===== src/rtl/fc8_audio_pkg.sv =====
// Shared types and field positions for the FC8 audio envelope path.
// Channel SFR bytes: vol_env = {vol[7:4], dir[3], per[2:0]}, ctrl = {.., loop[1], en[0]}.
package fc8_audio_pkg;

    typedef enum logic {
        IDLE = 1'b0,
        SCAN = 1'b1
    } fsm_e;

    localparam logic [3:0] VOL_MAX = 4'hf;

    localparam int VOL_HI   = 7;
    localparam int VOL_LO   = 4;
    localparam int DIR_BIT  = 3;
    localparam int PER_HI   = 2;
    localparam int PER_LO   = 0;

    localparam int EN_BIT   = 0;
    localparam int LOOP_BIT = 1;

endpackage


===== src/rtl/fc8_env_step.sv =====
// Combinational envelope step, shared by all channels through the
// scan mux in the top level.
module fc8_env_step #(
    parameter int VOL_W = 4
) (
    input  logic [VOL_W-1:0] vol,
    input  logic [2:0]       div,
    input  logic [2:0]       per,
    input  logic             dir,
    input  logic             loop,
    input  logic             done,
    output logic [VOL_W-1:0] vol_nxt,
    output logic [2:0]       div_nxt,
    output logic             done_nxt
);

    localparam logic [VOL_W-1:0] VMAX = '1;

    logic tick;

    always_comb begin
        vol_nxt  = vol;
        div_nxt  = div;
        done_nxt = done;
        tick     = ({1'b0, div} + 4'd1) == {1'b0, per};
        if (per == 3'd0) begin
            div_nxt = 3'd0;
        end else if (!tick) begin
            div_nxt = div + 3'd1;
        end else begin
            div_nxt = 3'd0;
            // a finished envelope keeps dividing but never moves again
            if (!done) begin
                if (dir) begin
                    if (vol != VMAX) vol_nxt = vol + VOL_W'(1);
                    else if (loop)   vol_nxt = '0;
                    else             done_nxt = 1'b1;
                end else begin
                    if (vol != '0)   vol_nxt = vol - VOL_W'(1);
                    else if (loop)   vol_nxt = VMAX;
                    else             done_nxt = 1'b1;
                end
            end
        end
    end

endmodule


===== src/rtl/fc8_audio_env_scheduler.sv =====
// Frame-rate volume envelope scheduler: each VSYNC scans every channel,
// one per audio_clk, through a single shared step unit.
module fc8_audio_env_scheduler
    import fc8_audio_pkg::*;
#(
    parameter int NUM_CH = 4,
    parameter int VOL_W  = 4
) (
    input  logic                    audio_clk,
    input  logic                    rst,
    input  logic                    vsync_pulse_in,
    input  logic [8*NUM_CH-1:0]     ch_vol_env_in,
    input  logic [8*NUM_CH-1:0]     ch_ctrl_in,
    input  logic [NUM_CH-1:0]       key_on_in,
    output logic [VOL_W*NUM_CH-1:0] ch_vol_out,
    output logic [NUM_CH-1:0]       env_done_out,
    output logic                    busy_out,
    output logic                    vsync_overrun_out
);

    localparam int IDX_W = (NUM_CH > 1) ? $clog2(NUM_CH) : 1;
    localparam logic [IDX_W-1:0] LAST = IDX_W'(NUM_CH - 1);
    localparam int PER_W = PER_HI - PER_LO + 1;

    fsm_e             state, state_nxt;
    logic [IDX_W-1:0] idx, idx_nxt;
    logic             pending, pending_nxt;
    logic             ovr, ovr_nxt;

    logic [VOL_W*NUM_CH-1:0] vol_flat;
    logic [3*NUM_CH-1:0]     div_flat;
    logic [NUM_CH-1:0]       done_flat;

    logic [VOL_W-1:0] s_vol, n_vol;
    logic [2:0]       s_div, n_div, s_per;
    logic             s_dir, s_loop, s_done, n_done;

    logic ctrl_unused;
    assign ctrl_unused = ^ch_ctrl_in;

    always_ff @(posedge audio_clk) begin
        if (rst) begin
            state   <= IDLE;
            idx     <= '0;
            pending <= 1'b0;
            ovr     <= 1'b0;
        end else begin
            state   <= state_nxt;
            idx     <= idx_nxt;
            pending <= pending_nxt;
            ovr     <= ovr_nxt;
        end
    end

    always_comb begin
        state_nxt   = state;
        idx_nxt     = idx;
        pending_nxt = pending;
        ovr_nxt     = ovr;
        unique case (state)
            IDLE: begin
                if (vsync_pulse_in || pending) begin
                    state_nxt   = SCAN;
                    idx_nxt     = '0;
                    pending_nxt = 1'b0;
                end
            end
            SCAN: begin
                if (vsync_pulse_in) begin
                    if (pending) ovr_nxt = 1'b1;
                    else         pending_nxt = 1'b1;
                end
                // a queued frame restarts the scan with no idle gap
                if (idx == LAST) begin
                    idx_nxt = '0;
                    if (pending) pending_nxt = 1'b0;
                    else         state_nxt = IDLE;
                end else begin
                    idx_nxt = idx + IDX_W'(1);
                end
            end
            default: state_nxt = IDLE;
        endcase
    end

    always_comb begin
        s_vol  = vol_flat[int'(idx)*VOL_W +: VOL_W];
        s_div  = div_flat[int'(idx)*3 +: 3];
        s_done = done_flat[idx];
        s_per  = ch_vol_env_in[int'(idx)*8 + PER_LO +: PER_W];
        s_dir  = ch_vol_env_in[int'(idx)*8 + DIR_BIT];
        s_loop = ch_ctrl_in[int'(idx)*8 + LOOP_BIT];
    end

    fc8_env_step #(
        .VOL_W (VOL_W)
    ) u_step (
        .vol      (s_vol),
        .div      (s_div),
        .per      (s_per),
        .dir      (s_dir),
        .loop     (s_loop),
        .done     (s_done),
        .vol_nxt  (n_vol),
        .div_nxt  (n_div),
        .done_nxt (n_done)
    );

    for (genvar i = 0; i < NUM_CH; i++) begin : g_ch
        logic [VOL_W-1:0] vol_q;
        logic [2:0]       div_q;
        logic             done_q;
        logic             en, hit;

        assign en  = ch_ctrl_in[8*i + EN_BIT];
        assign hit = (state == SCAN) && (idx == IDX_W'(i));

        always_ff @(posedge audio_clk) begin
            if (rst) begin
                vol_q  <= '0;
                div_q  <= '0;
                done_q <= 1'b0;
            end else if (!en) begin
                vol_q <= '0;
                div_q <= '0;
            end else if (key_on_in[i]) begin
                vol_q  <= VOL_W'(ch_vol_env_in[8*i + VOL_LO +: VOL_HI - VOL_LO + 1]);
                div_q  <= '0;
                done_q <= 1'b0;
            end else if (hit) begin
                vol_q  <= n_vol;
                div_q  <= n_div;
                done_q <= n_done;
            end
        end

        assign vol_flat[VOL_W*i +: VOL_W] = vol_q;
        assign div_flat[3*i +: 3]         = div_q;
        assign done_flat[i]               = done_q;
    end

    assign ch_vol_out        = vol_flat;
    assign env_done_out      = done_flat;
    assign busy_out          = (state == SCAN);
    assign vsync_overrun_out = ovr;

endmodule

===== config.mk =====
export PLATFORM = sky130hd
export DESIGN_NAME = fc8_audio_env_scheduler
export DESIGN_NICKNAME = d
export VERILOG_FILES = /design/src/rtl/fc8_audio_pkg.sv /design/src/rtl/fc8_env_step.sv /design/src/rtl/fc8_audio_env_scheduler.sv
export SDC_FILE = /design/constraint.sdc
export NUM_CORES = 1
export LEC_CHECK = 0
export ABC_AREA = 1
export CAP_MARGIN = 10
export CORE_MARGIN = 4
export CORE_UTILIZATION = 45
export DETAILED_ROUTE_END_ITERATION = 6
export PLACE_DENSITY = 0.79
export SLEW_MARGIN = 5
export SYNTH_ARGS = -nofsm -noshare
export SYNTH_HDL_FRONTEND = slang
export SYNTH_SLANG_ARGS = --single-unit

===== constraint.sdc =====
create_clock -name audio_clk -period 3 [get_ports audio_clk]
set_input_delay 0.6 -clock audio_clk [delete_from_list [all_inputs] [get_ports audio_clk]]
set_output_delay 0.6 -clock audio_clk [all_outputs]
set_load 0.01 [all_outputs]

Word-level counts from Yosys, hierarchy flattened
Cells that the tools add are included.
W data, S select, Z words.
{"block": "classes", "n_addsub": 7, "mul": 1, "magnitude_cmp": 3, "n_eq_ne": 6, "shift": 3, "mux": 53, "bitwise": 5, "n_reduce_logical": 25}
{"operator": "$mux W4", "n": 16}
{"operator": "$shiftx A32 B6 Y3", "n": 1}
{"operator": "$mux W1", "n": 27}
{"operator": "$shiftx A16 B5 Y4", "n": 1}
{"operator": "$lt A6 B6 Y1 const B", "n": 2}
{"operator": "$reduce_or A3 Y1", "n": 4}
{"operator": "$shiftx A12 B5 Y3", "n": 1}
{"operator": "$bmux W1 S5", "n": 2}
{"operator": "$reduce_and A2 Y1", "n": 4}
{"operator": "$reduce_bool A2 Y1", "n": 4}
{"operator": "$reduce_or A2 Y1", "n": 4}
{"operator": "$add A5 B1 Y6 const B", "n": 1}
{"operator": "$add A5 B2 Y6 const B", "n": 1}
{"operator": "$mux W3", "n": 2}
{"operator": "$not A1 Y1", "n": 5}
{"operator": "$add A3 B1 Y4 const B", "n": 1}
{"operator": "$add A4 B1 Y4 const B", "n": 1}
{"operator": "$eq A2 B2 Y1 const B", "n": 2}
{"operator": "$eq A4 B3 Y1", "n": 1}
{"operator": "$logic_and A1 B1 Y1", "n": 4}
{"operator": "$mul A2 B2 Y4 const B", "n": 1}
{"operator": "$mux W2", "n": 2}
{"operator": "$ne A4 B4 Y1 const B", "n": 1}
{"operator": "$pmux W1 S2", "n": 2}
{"operator": "13 further kinds", "n": 13}
{"block": "totals", "regBits": 37, "input_bits": 71, "out_inout_bits": 22, "elab_cells": 119}

Longest topological paths before layout
{"block": "depth", "word_depth": 12, "depth_mapped": 18, "ltp_nobuf": 17}

By module
A second synthesis with hierarchy kept.
{"block": "hier_totals", "cells_unflattened": 437, "hier_area_um2": 2626.3}
{"mod": "fc8_audio_env_scheduler", "n_inst": 1, "cells_each": 335, "area_each_um2": 2103.3, "seq_area_each_um2": 740.7}
{"mod": "fc8_env_step", "n_inst": 1, "cells_each": 102, "area_each_um2": 523.0, "seq_area_each_um2": 0.0}

Least setup slack after synthesis
No wires, ideal clock.
{"block": "synth_path", "path_type": "register -> register", "from": "reg idx[0]", "to": "reg g_ch[0].vol_q[0]", "setup_ns": 0.119, "arrival_time_ns": 1.939, "required_time_ns": 2.881, "setup_slack_ns": 0.941, "path_stages_with_launch": 16, "path_buffers": 1, "synth_period_minus_slack_ns": 2.059, "path_cell_list": "dfxtp_1 -> inv_2 -> buf_4 -> nand2_1 -> nand3_1 -> nand2_1 -> inv_1 -> ha_1 -> xor2_2 -> nand2_1 -> nor2_1 -> nand2_1 -> nand2_1 -> nand2_2 -> nand2_1 -> a21oi_1"}
{"block": "synth_between", "elab_chain_len": 12, "elab_cells_between_ends": 34, "classes_between": "add/sub: 5; mul: 1; eq/ne: 2; shift: 3; mux: 18; reduce/logical: 5"}
{"element": "start: declaration", "line": "fc8_audio_env_scheduler.sv:26", "source": "logic [IDX_W-1:0] idx, idx_nxt;"}
{"element": "start signal: assignment", "line": "fc8_audio_env_scheduler.sv:49", "source": "idx <= idx_nxt;"}
{"element": "parallel branches: the longest is 12 deep, another holds $mul A2 B2 Y4"}
{"element": "end signal: assignment", "line": "fc8_audio_env_scheduler.sv:127", "source": "vol_q <= VOL_W'(ch_vol_env_in[8*i + VOL_LO +: VOL_HI - VOL_LO + 1]);"}
{"element": "end signal: assignment", "line": "fc8_audio_env_scheduler.sv:131", "source": "vol_q <= n_vol;"}
{"element": "end: declaration", "line": "fc8_audio_env_scheduler.sv:110", "source": "logic [VOL_W-1:0] vol_q;"}
Several ways; the timed one is not identified. The select of a mux whose other input is x is not followed.
A chain may end at the register's enable or synchronous reset.

Final worst setup path
{"block": "layout_path", "from": "reg idx[0]", "to": "reg g_ch[2].vol_q[0]"}
{"block": "layout_between", "elab_chain_len": 12, "elab_cells_between_ends": 34, "classes_between": "add/sub: 5; mul: 1; eq/ne: 3; shift: 3; mux: 18; reduce/logical: 4"}
{"element": "parallel branches: the longest is 12 deep, another holds $mul A2 B2 Y4"}
{"element": "end signal: assignment", "line": "fc8_audio_env_scheduler.sv:127"}
{"element": "end signal: assignment", "line": "fc8_audio_env_scheduler.sv:131"}
{"element": "end: declaration", "line": "fc8_audio_env_scheduler.sv:110"}
Several ways; the timed one is not identified. The select of a mux whose other input is x is not followed.

==> qor_table.md <==
| Group | Quantity | Reported |
|:---|:---|:---|
| outcome | Run status | completed |
| synthesis | Syn_nets | 507 |
| grt | Met1 Resource Use GR | 30.6% |
| synthesis | Synthesized-area fraction occupied by adder cells | 3.39% |
| placed design | Detailed placement HPWL | 6140 µm |
| sta | Final Hold Viols | 0 |
| hold path | Worst min-delay path class | register to register |
| synthesis | Post-synth design cell area | 0.00258 mm² |
| setup path | Most frequent cell on the critical path | sky130_fd_sc_hd__nand2_1 |
| clock network | PostCTS Resize Cnt | 0 |
| setup path | Startpoint types | register |
| sta | Fin. max-slew vios | 0 |
| floorplanning | Core region area | 0.00554 mm² |
| grt | Initial antenna violation count | 0 |
| routing | TritonRoute pass-1 iters | 5 |
| synthesis | Proportion of synthesized area in mux cells | 0% |
| routing | Routed via count | 3,017 |
| clock network | Largest buffer count on any clock path | 2 |
| synthesis | Area share of and/or/nand/nor cells after synthesis | 40.7% |
| synthesis | Flops & latches, synth | 37 |
| floorplanning | Site row count | 27 |
| grt | Number of global-route vias before repair | 2,857 |
| final layout | Most frequent standard cell in the layout excluding fill and tap cells | sky130_fd_sc_hd__nand2_1 |
| synthesis | Largest family of logic cells by synthesized area | simple AND/OR/NAND/NOR gates |
| sta | Min Tclk post-route | 2.31 ns |
| sta | Final setup violation count | 0 |
| synthesis | Fraction of the mapped netlist area in compound gates | 16.9% |
| synthesis | Synthesized instance count | 429 |
| synthesis | Syn_area_per_cell | 6.01 µm² |
| setup path | Max stage delay on crit path | 0.33 ns |
| sta | Slew at the pin closest to its max-slew limit | 0.355 ns |
| routing | Post-DR wirelength/cell | 13.7 µm |
| routing | Total Routed Length | 7770 µm |
| final layout | Most used cells in the layout excluding fill and tap cells | sky130_fd_sc_hd__nand2_1 (174), sky130_fd_sc_hd__clkdlybuf4s50_1 (68), sky130_fd_sc_hd__nand3_1 (47) |
| grt | GRT overflow | 0 |
| floorplanning | Die width | 83.7 µm |
| floorplanning | Starting Density | 46.6% |
| setup path | Kind of end point of the critical path | register |
| setup path | Top fanout value on the critical path | 17 |
| synthesis | Sequential-to-total area share from yosys stat | 28.7% |
| setup path | Data arrival at the endpoint of the critical path | 2.53 ns |
| grt | GRT Total Usage | 22.7% |
| final layout | Nets | 572 |
| setup path | Worst path slowest cell | sky130_fd_sc_hd__dfxtp_1 |
| setup path | Critical path cell sequence | buf_4 -> or2_1 -> nand3_1 -> nand2_1 -> ha_1 -> nand3b_1 -> nand2_1 -> nand2_1 -> nand2_1 -> nand3_2 -> nor2_2 -> nand2_1 -> nand2_2 -> nand2_1 -> a21oi_1 |
| sta | Setup repair after global routing missed its margin | false |
| sta | Maximum frequency from static timing analysis | 433 MHz |
| synthesis | Xor/xnor cell area share of the yosys netlist | 0.630% |
| routing | Antenna Violating Nets Remaining | 0 |
| placed design | Count of buffers inserted at the top-level ports | 68 |
| sta | Max_slew headroom | 76.2% |
| final layout | Layout cells sized above 1 | 5.06% |
| sta | Period utilisation layout | 77.0% |
| clock network | TritonCTS Sinks | 37 |
| final layout | Non-Filler Cell Area, Final | 0.00338 mm² |
| sta | Worst clock skew on the final layout | 0.00998 ns |
| grt | GR met3 Demand/Resource | 3.75% |
| setup path | Category of the critical setup timing path | register to register |
| power | Static Leak | 1.53 nW |
| routing | Drt initial violations | 195 |
| routing | Number of remaining DRC errors | 0 |
| grt | Global route hottest layer | met2 |
| clock network | Cell chosen for the clock root | sky130_fd_sc_hd__clkbuf_8 |
| synthesis | Yosys warning total | 0 |
| clock network | Number of buffers inserted by hold repair at cts | 0 |
| floorplanning | Die footprint | 0.00701 mm² |
| clock network | Clock H-tree levels | 2 |
| grt | Wire length of the first global-routing pass | 13,300 µm |
| placed design | Placer Congestion | 0.900 |
| power | Max rail drop VDD | 0.333 mV |
| flow run | Maximum capacitance violations | 0 |
| grt | Maximum number of pins on one net before global-route repair | 20 |
| clock network | Clock tree from TritonCTS | built |
| placed design | Cell area after placement | 0.00329 mm² |
| setup path | Largest delay share family, worst path | simple AND/OR/NAND/NOR gates |
| floorplanning | Die Height | 83.7 µm |
| power | Pwr/cell area | 375 mW/mm² |
| clock network | Clock-pin transition on the worst setup and hold timing paths | 0.08 ns |
| setup path | Worst path buffer plus inverter count | 1 |
| routing | Vias per cell | 5.33 |
| setup path | Data required time at the worst endpoint | 3.22 ns |
| sta | Setup Total Neg Slack | 0 ns |
| clock network | Number of post-CTS setup repair buffers | 0 |
| grt | Met2 demand-to-capacity share in global routing | 36.2% |
| final layout | Antenna cells | 0 |
| synthesis | Count of cell types in the netlist | 25 |
| clock network | Number of CTS-inserted buffers | 5 |
| floorplanning | Ports | 93 |
| clock network | Worst-Skew Late Latency | 0.29 ns |
| final layout | Area added between synthesis and finish | 30.8% |
[routing by layer]
metal  wire, µm  share of wire [%]
met1       3530                 45
met2       3470                 45
met3        586                7.5
met4        178                2.3
met5          0                  0
[flip-flops by register name, summed over array words and instances (netlist names)]
register / flops
g_ch.vol_q: 16
g_ch.div_q: 12
busy_out: 1
vsync_overrun_out: 1
g_ch.done_q: 4
pending: 1
idx: 2
[worst paths after layout]
check / start / cells after the start / to / slack [ns]
setup reg to reg: idx[0] / 15 / g_ch[2].vol_q[0] / 0.69
hold reg to reg: vsync_overrun_out / 2 / vsync_overrun_out / 0.45
setup / recovery: idx[0] / 15 / g_ch[2].vol_q[0] / 0.69
hold / removal: vsync_overrun_out / 2 / vsync_overrun_out / 0.45
[cells in the mapped netlist]
cell	n	area [µm²]
sky130_fd_sc_hd__nand3_1	47	235
sky130_fd_sc_hd__buf_4	7	52.6
sky130_fd_sc_hd__a22o_1	11	96.3
sky130_fd_sc_hd__nor2_2	1	6.26
sky130_fd_sc_hd__buf_2	4	20.0
sky130_fd_sc_hd__nand3_2	1	10.0
sky130_fd_sc_hd__a32o_1	1	10.0
sky130_fd_sc_hd__nand2_1	174	653
sky130_fd_sc_hd__inv_2	2	7.51
sky130_fd_sc_hd__nand2_2	6	37.5
sky130_fd_sc_hd__nor2_1	23	86.3
sky130_fd_sc_hd__clkinv_1	1	3.75
sky130_fd_sc_hd__buf_6	2	22.5
sky130_fd_sc_hd__xor2_2	1	16.3
sky130_fd_sc_hd__or2_1	1	6.26
sky130_fd_sc_hd__inv_1	35	131
sky130_fd_sc_hd__ha_1	7	87.6
sky130_fd_sc_hd__o21ai_2	1	8.76
sky130_fd_sc_hd__dfxtp_1	37	741
sky130_fd_sc_hd__clkbuf_1	3	11.3
sky130_fd_sc_hd__a2111oi_0	1	8.76
sky130_fd_sc_hd__a21oi_1	38	190
sky130_fd_sc_hd__o21ai_0	22	110
sky130_fd_sc_hd__nand3b_1	2	15.0
sky130_fd_sc_hd__a31oi_2	1	12.5
[area by class of cell]
type | count | area [µm²]
Timing Repair Buffer | 74 | 726
Inverter | 38 | 143
Sequential cell | 37 | 741
Multi-Input combinational cell | 338 | 1590
Fill cell | 523 | 2160
Tap cell | 72 | 90.1
Clock buffer | 7 | 86.3
[stage by stage]
stage	hold slack, ns	total power, W	cells	util, %	worst slack (ns)
finish	0.447	0.00126	566	60.9	0.689
global route	0.485	0.00134	566	60.9	0.414
CTS	0.452	0.00127	566	60.9	0.679
detailed placement	0.441	0.000918	559	59.4	0.689
global placement	0.437	0.000909	559	59.4	0.731
floorplan	0.457	0.000774	429	-	0.941
[worst reg2reg max path: stages (launching register included)]
cell and delay (ns):
sky130_fd_sc_hd__dfxtp_1 0.33, sky130_fd_sc_hd__buf_4 0.20, sky130_fd_sc_hd__or2_1 0.22, sky130_fd_sc_hd__nand3_1 0.07, sky130_fd_sc_hd__nand2_1 0.08, sky130_fd_sc_hd__ha_1 0.23
sky130_fd_sc_hd__nand3b_1 0.20, sky130_fd_sc_hd__nand2_1 0.13, sky130_fd_sc_hd__nand2_1 0.06, sky130_fd_sc_hd__nand2_1 0.07, sky130_fd_sc_hd__nand3_2 0.08, sky130_fd_sc_hd__nor2_2 0.16
sky130_fd_sc_hd__nand2_1 0.09, sky130_fd_sc_hd__nand2_2 0.11, sky130_fd_sc_hd__nand2_1 0.06, sky130_fd_sc_hd__a21oi_1 0.16
[cells by family after synthesis]
kind of cell	count (synthesis)
compound gates	75
buf+inv	54
fa+ha+maj	7
flops	37
simple gates	255
xor+xnor	1
[power by group]
part           switching, W  internal, W
combinational      0.000231     0.000163
sequential        0.0000128     0.000504
clock              0.000171     0.000182
Note: power is estimated with default switching activity, not from simulation.
